**config.mk**
```make
export PLATFORM = sky130hd
export DESIGN_NAME = mem_port_arbiter_flat
export DESIGN_NICKNAME = d
export VERILOG_FILES = /design/src/rtl/mem_port_arbiter_pkg.sv /design/src/rtl/mem_port_arbiter_if.sv /design/src/rtl/mem_port_arbiter_starve_counter.sv /design/src/rtl/mem_port_arbiter.sv /design/src/flat_wrapper.sv
export SDC_FILE = /design/constraint.sdc
export NUM_CORES = 1
export LEC_CHECK = 0
export ABC_AREA = 1
export ABC_CLOCK_PERIOD_IN_PS = 3800
export BUFFER_PORTS_ARGS = -buffer_cell sky130_fd_sc_hd__clkbuf_2
export CELL_PAD_IN_SITES_DETAIL_PLACEMENT = 1
export CELL_PAD_IN_SITES_GLOBAL_PLACEMENT = 1
export CORE_UTILIZATION = 36
export DETAILED_ROUTE_END_ITERATION = 10
export GPL_TIMING_DRIVEN = 0
export PLACE_DENSITY = 0.82
export SLEW_MARGIN = 0
export SYNTH_ARGS = -nofsm -noshare
export SYNTH_HDL_FRONTEND = slang
export SYNTH_HIERARCHICAL = 1
export SYNTH_SLANG_ARGS = --single-unit
export TNS_END_PERCENT = 10
```
**constraint.sdc**
```tcl
create_clock -name clk -period 3.8 [get_ports clk]
set_clock_uncertainty 0.15 [all_clocks]
set_input_delay 0.76 -clock clk [delete_from_list [all_inputs] [get_ports clk]]
set_output_delay 0.76 -clock clk [all_outputs]
set_load 0.01 [all_outputs]
```
**src/rtl/mem_port_arbiter_pkg.sv**
```systemverilog
// Shared types for the fetch/data memory port arbiter.
// State encoding and port identifiers used across the arbiter slice.
package mem_arb_pkg;

  typedef enum logic [1:0] {
    IDLE,
    BUSY_I,
    BUSY_D
  } state_t;

  localparam logic PORT_I = 1'b0;
  localparam logic PORT_D = 1'b1;

endpackage

```
**src/rtl/mem_port_arbiter_if.sv**
```systemverilog
// Bundle of fetch port, data port and shared memory bus signals.
// slave is the arbiter's view; master is the core/memory side.
interface mem_port_arbiter_if #(
  parameter int ADDR_W = 32,
  parameter int DATA_W = 32
);

  logic              if_req;
  logic [ADDR_W-1:0] if_addr;
  logic [DATA_W-1:0] if_rdata;
  logic              if_ready;

  logic              d_req;
  logic              d_we;
  logic [ADDR_W-1:0] d_addr;
  logic [DATA_W-1:0] d_wdata;
  logic [DATA_W-1:0] d_rdata;
  logic              d_ready;

  logic              mem_req;
  logic              mem_we;
  logic [ADDR_W-1:0] mem_addr;
  logic [DATA_W-1:0] mem_wdata;
  logic [DATA_W-1:0] mem_rdata;
  logic              mem_ack;

  logic              err;

  modport slave (
    input  if_req, if_addr,
    input  d_req, d_we, d_addr, d_wdata,
    input  mem_rdata, mem_ack,
    output if_rdata, if_ready,
    output d_rdata, d_ready,
    output mem_req, mem_we,
    output mem_addr, mem_wdata,
    output err
  );

  modport master (
    output if_req, if_addr,
    output d_req, d_we, d_addr, d_wdata,
    output mem_rdata, mem_ack,
    input  if_rdata, if_ready,
    input  d_rdata, d_ready,
    input  mem_req, mem_we,
    input  mem_addr, mem_wdata,
    input  err
  );

endinterface

```
**src/rtl/mem_port_arbiter_starve_counter.sv**
```systemverilog
// Saturating count of data grants made while fetch is waiting.
// Clear wins over increment; o_sat flags the limit.
module starve_counter
  import mem_arb_pkg::*;
#(
  parameter int MAX = 4
) (
  input  logic clk,
  input  logic rst,
  input  logic i_inc,
  input  logic i_clr,
  output logic o_sat
);

  localparam int W = $clog2(MAX + 1);

  logic [W-1:0] r_cnt;
  logic         w_sat;

  assign w_sat = (r_cnt == W'(MAX));
  assign o_sat = w_sat;

  always_ff @(posedge clk or negedge rst) begin
    if (!rst) begin
      r_cnt <= '0;
    end else if (i_clr) begin
      r_cnt <= '0;
    end else if (i_inc && !w_sat) begin
      r_cnt <= r_cnt + 1'b1;
    end
  end

endmodule

```
**src/rtl/mem_port_arbiter.sv**
```systemverilog
// Shares one single-ported memory between fetch and data ports.
// Data has priority; fetch wins once the starvation limit is hit.
module mem_port_arbiter
  import mem_arb_pkg::*;
#(
  parameter int ADDR_W     = 32,
  parameter int DATA_W     = 32,
  parameter int STARVE_MAX = 4
) (
  input  logic clk,
  input  logic rst,
  mem_port_arbiter_if.slave bus
);

  state_t r_state;
  state_t w_state_nxt;

  logic              r_mem_req;
  logic              r_mem_we;
  logic [ADDR_W-1:0] r_mem_addr;
  logic [DATA_W-1:0] r_mem_wdata;
  logic [DATA_W-1:0] r_if_rdata;
  logic [DATA_W-1:0] r_d_rdata;
  logic              r_if_ready;
  logic              r_d_ready;
  logic              r_err;

  logic w_grant;
  logic w_gport;
  logic w_elig_i;
  logic w_elig_d;
  logic w_sat;
  logic w_inc;
  logic w_clr;
  logic w_ack_i;
  logic w_ack_d;

  // A port still shows its stale req in its own ready cycle.
  assign w_elig_i = bus.if_req & ~r_if_ready;
  assign w_elig_d = bus.d_req & ~r_d_ready;

  assign w_ack_i = (r_state == BUSY_I) & bus.mem_ack;
  assign w_ack_d = (r_state == BUSY_D) & bus.mem_ack;

  assign w_inc = w_grant & (w_gport == PORT_D) & w_elig_i;
  assign w_clr = ~bus.if_req
               | (w_grant & (w_gport == PORT_I));

  starve_counter #(
    .MAX (STARVE_MAX)
  ) u_starve (
    .clk   (clk),
    .rst   (rst),
    .i_inc (w_inc),
    .i_clr (w_clr),
    .o_sat (w_sat)
  );

  always_comb begin
    w_state_nxt = r_state;
    w_grant     = 1'b0;
    w_gport     = PORT_D;
    unique case (r_state)
      IDLE: begin
        if (w_elig_d && !(w_sat && w_elig_i)) begin
          w_grant     = 1'b1;
          w_gport     = PORT_D;
          w_state_nxt = BUSY_D;
        end else if (w_elig_i) begin
          w_grant     = 1'b1;
          w_gport     = PORT_I;
          w_state_nxt = BUSY_I;
        end
      end
      BUSY_I, BUSY_D: begin
        if (bus.mem_ack) w_state_nxt = IDLE;
      end
      default: w_state_nxt = IDLE;
    endcase
  end

  always_ff @(posedge clk or negedge rst) begin
    if (!rst) r_state <= IDLE;
    else      r_state <= w_state_nxt;
  end

  always_ff @(posedge clk or negedge rst) begin
    if (!rst) begin
      r_mem_req   <= 1'b0;
      r_mem_we    <= 1'b0;
      r_mem_addr  <= '0;
      r_mem_wdata <= '0;
      r_if_rdata  <= '0;
      r_d_rdata   <= '0;
      r_if_ready  <= 1'b0;
      r_d_ready   <= 1'b0;
      r_err       <= 1'b0;
    end else begin
      r_if_ready <= 1'b0;
      r_d_ready  <= 1'b0;
      if ((r_state == IDLE) && bus.mem_ack) r_err <= 1'b1;
      unique case (1'b1)
        w_grant: begin
          r_mem_req <= 1'b1;
          if (w_gport == PORT_D) begin
            r_mem_we    <= bus.d_we;
            r_mem_addr  <= bus.d_addr;
            r_mem_wdata <= bus.d_wdata;
          end else begin
            r_mem_we   <= 1'b0;
            r_mem_addr <= bus.if_addr;
          end
        end
        w_ack_i: begin
          r_mem_req  <= 1'b0;
          r_if_rdata <= bus.mem_rdata;
          r_if_ready <= 1'b1;
        end
        w_ack_d: begin
          r_mem_req <= 1'b0;
          r_d_rdata <= bus.mem_rdata;
          r_d_ready <= 1'b1;
        end
        default: ;
      endcase
    end
  end

  assign bus.mem_req   = r_mem_req;
  assign bus.mem_we    = r_mem_we;
  assign bus.mem_addr  = r_mem_addr;
  assign bus.mem_wdata = r_mem_wdata;
  assign bus.if_rdata  = r_if_rdata;
  assign bus.if_ready  = r_if_ready;
  assign bus.d_rdata   = r_d_rdata;
  assign bus.d_ready   = r_d_ready;
  assign bus.err       = r_err;

endmodule

```
**src/flat_wrapper.sv**
```systemverilog
// flat-port wrapper written by rule: the top's interface ports become plain ports
module mem_port_arbiter_flat import mem_arb_pkg::*;
#(
  parameter int ADDR_W     = 32,
  parameter int DATA_W     = 32,
  parameter int STARVE_MAX = 4
)
  (clk, rst, bus_if_req, bus_if_addr, bus_d_req, bus_d_we, bus_d_addr, bus_d_wdata, bus_mem_rdata, bus_mem_ack, bus_if_rdata, bus_if_ready, bus_d_rdata, bus_d_ready, bus_mem_req, bus_mem_we, bus_mem_addr, bus_mem_wdata, bus_err);
  mem_port_arbiter_if #(.ADDR_W(ADDR_W), .DATA_W(DATA_W)) bus_i ();
  input  logic clk;
  input  logic rst;
  input wire logic [$bits(bus_i.if_req)-1:0] bus_if_req;
  input wire logic [$bits(bus_i.if_addr)-1:0] bus_if_addr;
  input wire logic [$bits(bus_i.d_req)-1:0] bus_d_req;
  input wire logic [$bits(bus_i.d_we)-1:0] bus_d_we;
  input wire logic [$bits(bus_i.d_addr)-1:0] bus_d_addr;
  input wire logic [$bits(bus_i.d_wdata)-1:0] bus_d_wdata;
  input wire logic [$bits(bus_i.mem_rdata)-1:0] bus_mem_rdata;
  input wire logic [$bits(bus_i.mem_ack)-1:0] bus_mem_ack;
  output wire logic [$bits(bus_i.if_rdata)-1:0] bus_if_rdata;
  output wire logic [$bits(bus_i.if_ready)-1:0] bus_if_ready;
  output wire logic [$bits(bus_i.d_rdata)-1:0] bus_d_rdata;
  output wire logic [$bits(bus_i.d_ready)-1:0] bus_d_ready;
  output wire logic [$bits(bus_i.mem_req)-1:0] bus_mem_req;
  output wire logic [$bits(bus_i.mem_we)-1:0] bus_mem_we;
  output wire logic [$bits(bus_i.mem_addr)-1:0] bus_mem_addr;
  output wire logic [$bits(bus_i.mem_wdata)-1:0] bus_mem_wdata;
  output wire logic [$bits(bus_i.err)-1:0] bus_err;
  assign bus_i.if_req = bus_if_req;
  assign bus_i.if_addr = bus_if_addr;
  assign bus_i.d_req = bus_d_req;
  assign bus_i.d_we = bus_d_we;
  assign bus_i.d_addr = bus_d_addr;
  assign bus_i.d_wdata = bus_d_wdata;
  assign bus_i.mem_rdata = bus_mem_rdata;
  assign bus_i.mem_ack = bus_mem_ack;
  assign bus_if_rdata = bus_i.if_rdata;
  assign bus_if_ready = bus_i.if_ready;
  assign bus_d_rdata = bus_i.d_rdata;
  assign bus_d_ready = bus_i.d_ready;
  assign bus_mem_req = bus_i.mem_req;
  assign bus_mem_we = bus_i.mem_we;
  assign bus_mem_addr = bus_i.mem_addr;
  assign bus_mem_wdata = bus_i.mem_wdata;
  assign bus_err = bus_i.err;
  mem_port_arbiter #(.ADDR_W(ADDR_W), .DATA_W(DATA_W), .STARVE_MAX(STARVE_MAX)) u_core (.clk(clk), .rst(rst), .bus(bus_i));
endmodule
```
==> metrics <==
Worst-Margin Slew 0.587 ns; Routed WL 19800 µm; outcome finished clean; layout cells sized above 1 0.323; worst skew pair latency 0.40 ns; # H-tree levels 4; Cell Area, Synth 6000 µm²; Total Routing Usage GR 0.239; Max IR drop VDD 349 µV; Slew Viols, Final 0; Fillers 2047; Die X 131 µm; Post-DRT Antenna Nets 0; P_leak 0.00491 µW; clock buffer depth 2; gp weighted congestion 0.759; DRC viols 0; Post-CTS Setup Repair Bufs 0; vias in the first global route 5927; commonest non-fill, non-tap cell in the layout clkbuf_2; distinct cell type count after synthesis 17; fmax 446 MHz; total grt overflow 0; hpwl dp 14600 µm; Clk pin slew, worst setup/hold paths 0.06 ns; Root Buffer clkbuf_16; slowest stage delay, CP 0.38 ns; setup violators final 0; fin crit share 0.591; pwr dens 829 nW/µm²; global-route wire length before repair 31000 µm; maxcap violations 0; Post-CTS Hold Buffers 0; CP Class flip-flop to flip-flop; crit path cell chain inv_1 -> ha_1 -> nand2_2 -> inv_1 -> nand3_1 -> nand3_1 -> clkbuf_1 -> nor2_1 -> nand2_1 -> inv_1 -> nand2_1 -> nand2_1 -> nor2_1; end of the worst register-to-register path u_core/u_starve/r_cnt[2]$_DFFE_PN0P_; min-delay worst type primary input to asynchronous set/reset pin; num rows 46; Critical Path Fanout Max 10; yosys warns 6; DR iter-0 viols 279; Synth Instances 718; Area Growth Syn to Fin 37.7%; NumNets Final 1143; sequential share of the synthesized area 0.576; routed len/inst 16.1 µm; Net Count, Synth 857; pin count of the biggest net entering global routing 71; Die H 131 µm; core area 16100 µm²; PostCTS Resize Cnt 0; Setup crit end kind flip-flop; area occupied by multi-input gates 1810 µm²; Port Buffers 266; R2R cell count 13; first-pass iteration count of the detailed router 5; RSZ-0062 raised after global routing no; most frequent cells in the layout 265 x clkbuf_2, 208 x nand2_1, 143 x inv_1, 138 x dfrtp_1, 101 x o21ai_0; Vias 5750; # diodes 0; Initial Utilization 0.373; slowest CP cell dfrtp_1; Rel. slew slack 0.609; initial antenna violation count 0; Syn Area/Cell 8.35 µm²; Finished Core Util 0.514; Power Total 6850 µW; CTS Sinks 138; synthesized flop and latch total 138; R2R Path Start u_core/u_starve/r_cnt[0]$_DFFE_PN0P_; Seq. cell area 3450 µm²; R2R Setup Slk 1.56 ns; IO Pins 267; Data required, critical path 3.95 ns; die area 17200 µm²; Setup crit start kind flip-flop; Inserted Clock Buffers 17; endpoints failing hold 0; minimum clock period 2.24 ns; CP arrival 2.39 ns; Via density 4.67; CTS tree built
[stage by stage]
stage / cell area (µm²) / hold slack [ns] / instances / worst slack, ns / TNS, ns
floorplan: 6000 / 0.314 / 718 / 1.94 / 0
global placement: 7600 / 0.289 / 1200 / -0.579 / -78.00
detailed placement: 7630 / 0.297 / 1201 / 1.50 / 0
CTS: 8260 / 0.210 / 1232 / 1.53 / 0
global route: 8260 / 0.236 / 1232 / 1.35 / 0
finish: 8260 / 0.184 / 1232 / 1.56 / 0
[Yosys cell counts (all sizes together)]
cell type / instances / area (µm²)
clkbuf: 15 / 56.3
nand2: 209 / 787
nand3: 38 / 195
a21boi: 1 / 18.8
nand4: 34 / 213
o21ai: 101 / 505
dfrtp: 138 / 3450
nor2: 6 / 25.0
buf: 25 / 128
inv: 145 / 544
a21o: 1 / 7.51
ha: 5 / 62.6
[per-layer routing]
metal,track usage,part of all wire
met1,0.274,0.39
met2,0.420,0.50
met3,0.0747,0.083
met4,0.0825,0.019
met5,0,0
[state kept, by name, indices dropped and copies added (netlist names), 2 cells and up]
signal                 count
u_core/bus.if_rdata       32
u_core/bus.mem_wdata      32
u_core/r_state             2
u_core/bus.d_rdata        32
u_core/u_starve/r_cnt      3
u_core/bus.mem_addr       32
[worst max-delay path by stage]
stage	from	end	slack [ns]	depth (start not counted)
2_1_floorplan	bus_d_req	u_core/u_starve/r_cnt[2]$_DFFE_PN0P_	1.94	10
3_3_place_gp	rst	u_core/bus.d_rdata[14]$_DFFE_PN0P_	-0.58	1
3_5_place_dp	bus_d_req	u_core/u_starve/r_cnt[2]$_DFFE_PN0P_	1.50	11
4_1_cts	u_core/u_starve/r_cnt[0]$_DFFE_PN0P_	u_core/u_starve/r_cnt[2]$_DFFE_PN0P_	1.53	13
5_1_grt	u_core/u_starve/r_cnt[0]$_DFFE_PN0P_	u_core/u_starve/r_cnt[2]$_DFFE_PN0P_	1.35	13
6_report	u_core/u_starve/r_cnt[0]$_DFFE_PN0P_	u_core/u_starve/r_cnt[2]$_DFFE_PN0P_	1.56	13
[cells by family (layout without fill, tap and decap cells)]
logic type | Yosys count | in the layout | synth area share
AO/OA/AOI/OAI | 103 | 103 | 0.0887
buffers and inverters | 185 | 483 | 0.121
flip-flops | 138 | 138 | 0.576
adder cells (fa/ha/maj) | 5 | 5 | 0.0104
AND/OR/NAND/NOR | 287 | 287 | 0.203
[area by class of cell]
| type | count | area share |
|---|---|---|
| buffer | 40 | 0.0223 |
| timing repair buffer | 267 | 0.166 |
| sequential | 138 | 0.418 |
| clock buffer | 18 | 0.0520 |
| clock inverter | 13 | 0.0235 |
| inverter | 145 | 0.0659 |
| multi-input combinational | 395 | 0.220 |
| tap | 216 | 0.0327 |
[power breakdown]
group	switching, µW	internal (µW)
clock network	654	1100
logic	1620	937
registers	389	2140
total	2660	4180
[critical path, delay by kind of cell, from the launching register on]
| family | cells | cell delay, ns |
|---|---|---|
| simple gates | 8 | 0.92 |
| buf+inv | 4 | 0.48 |
| flops | 1 | 0.38 |
| fa+ha+maj | 1 | 0.22 |
(Power assumes the default switching activity.)
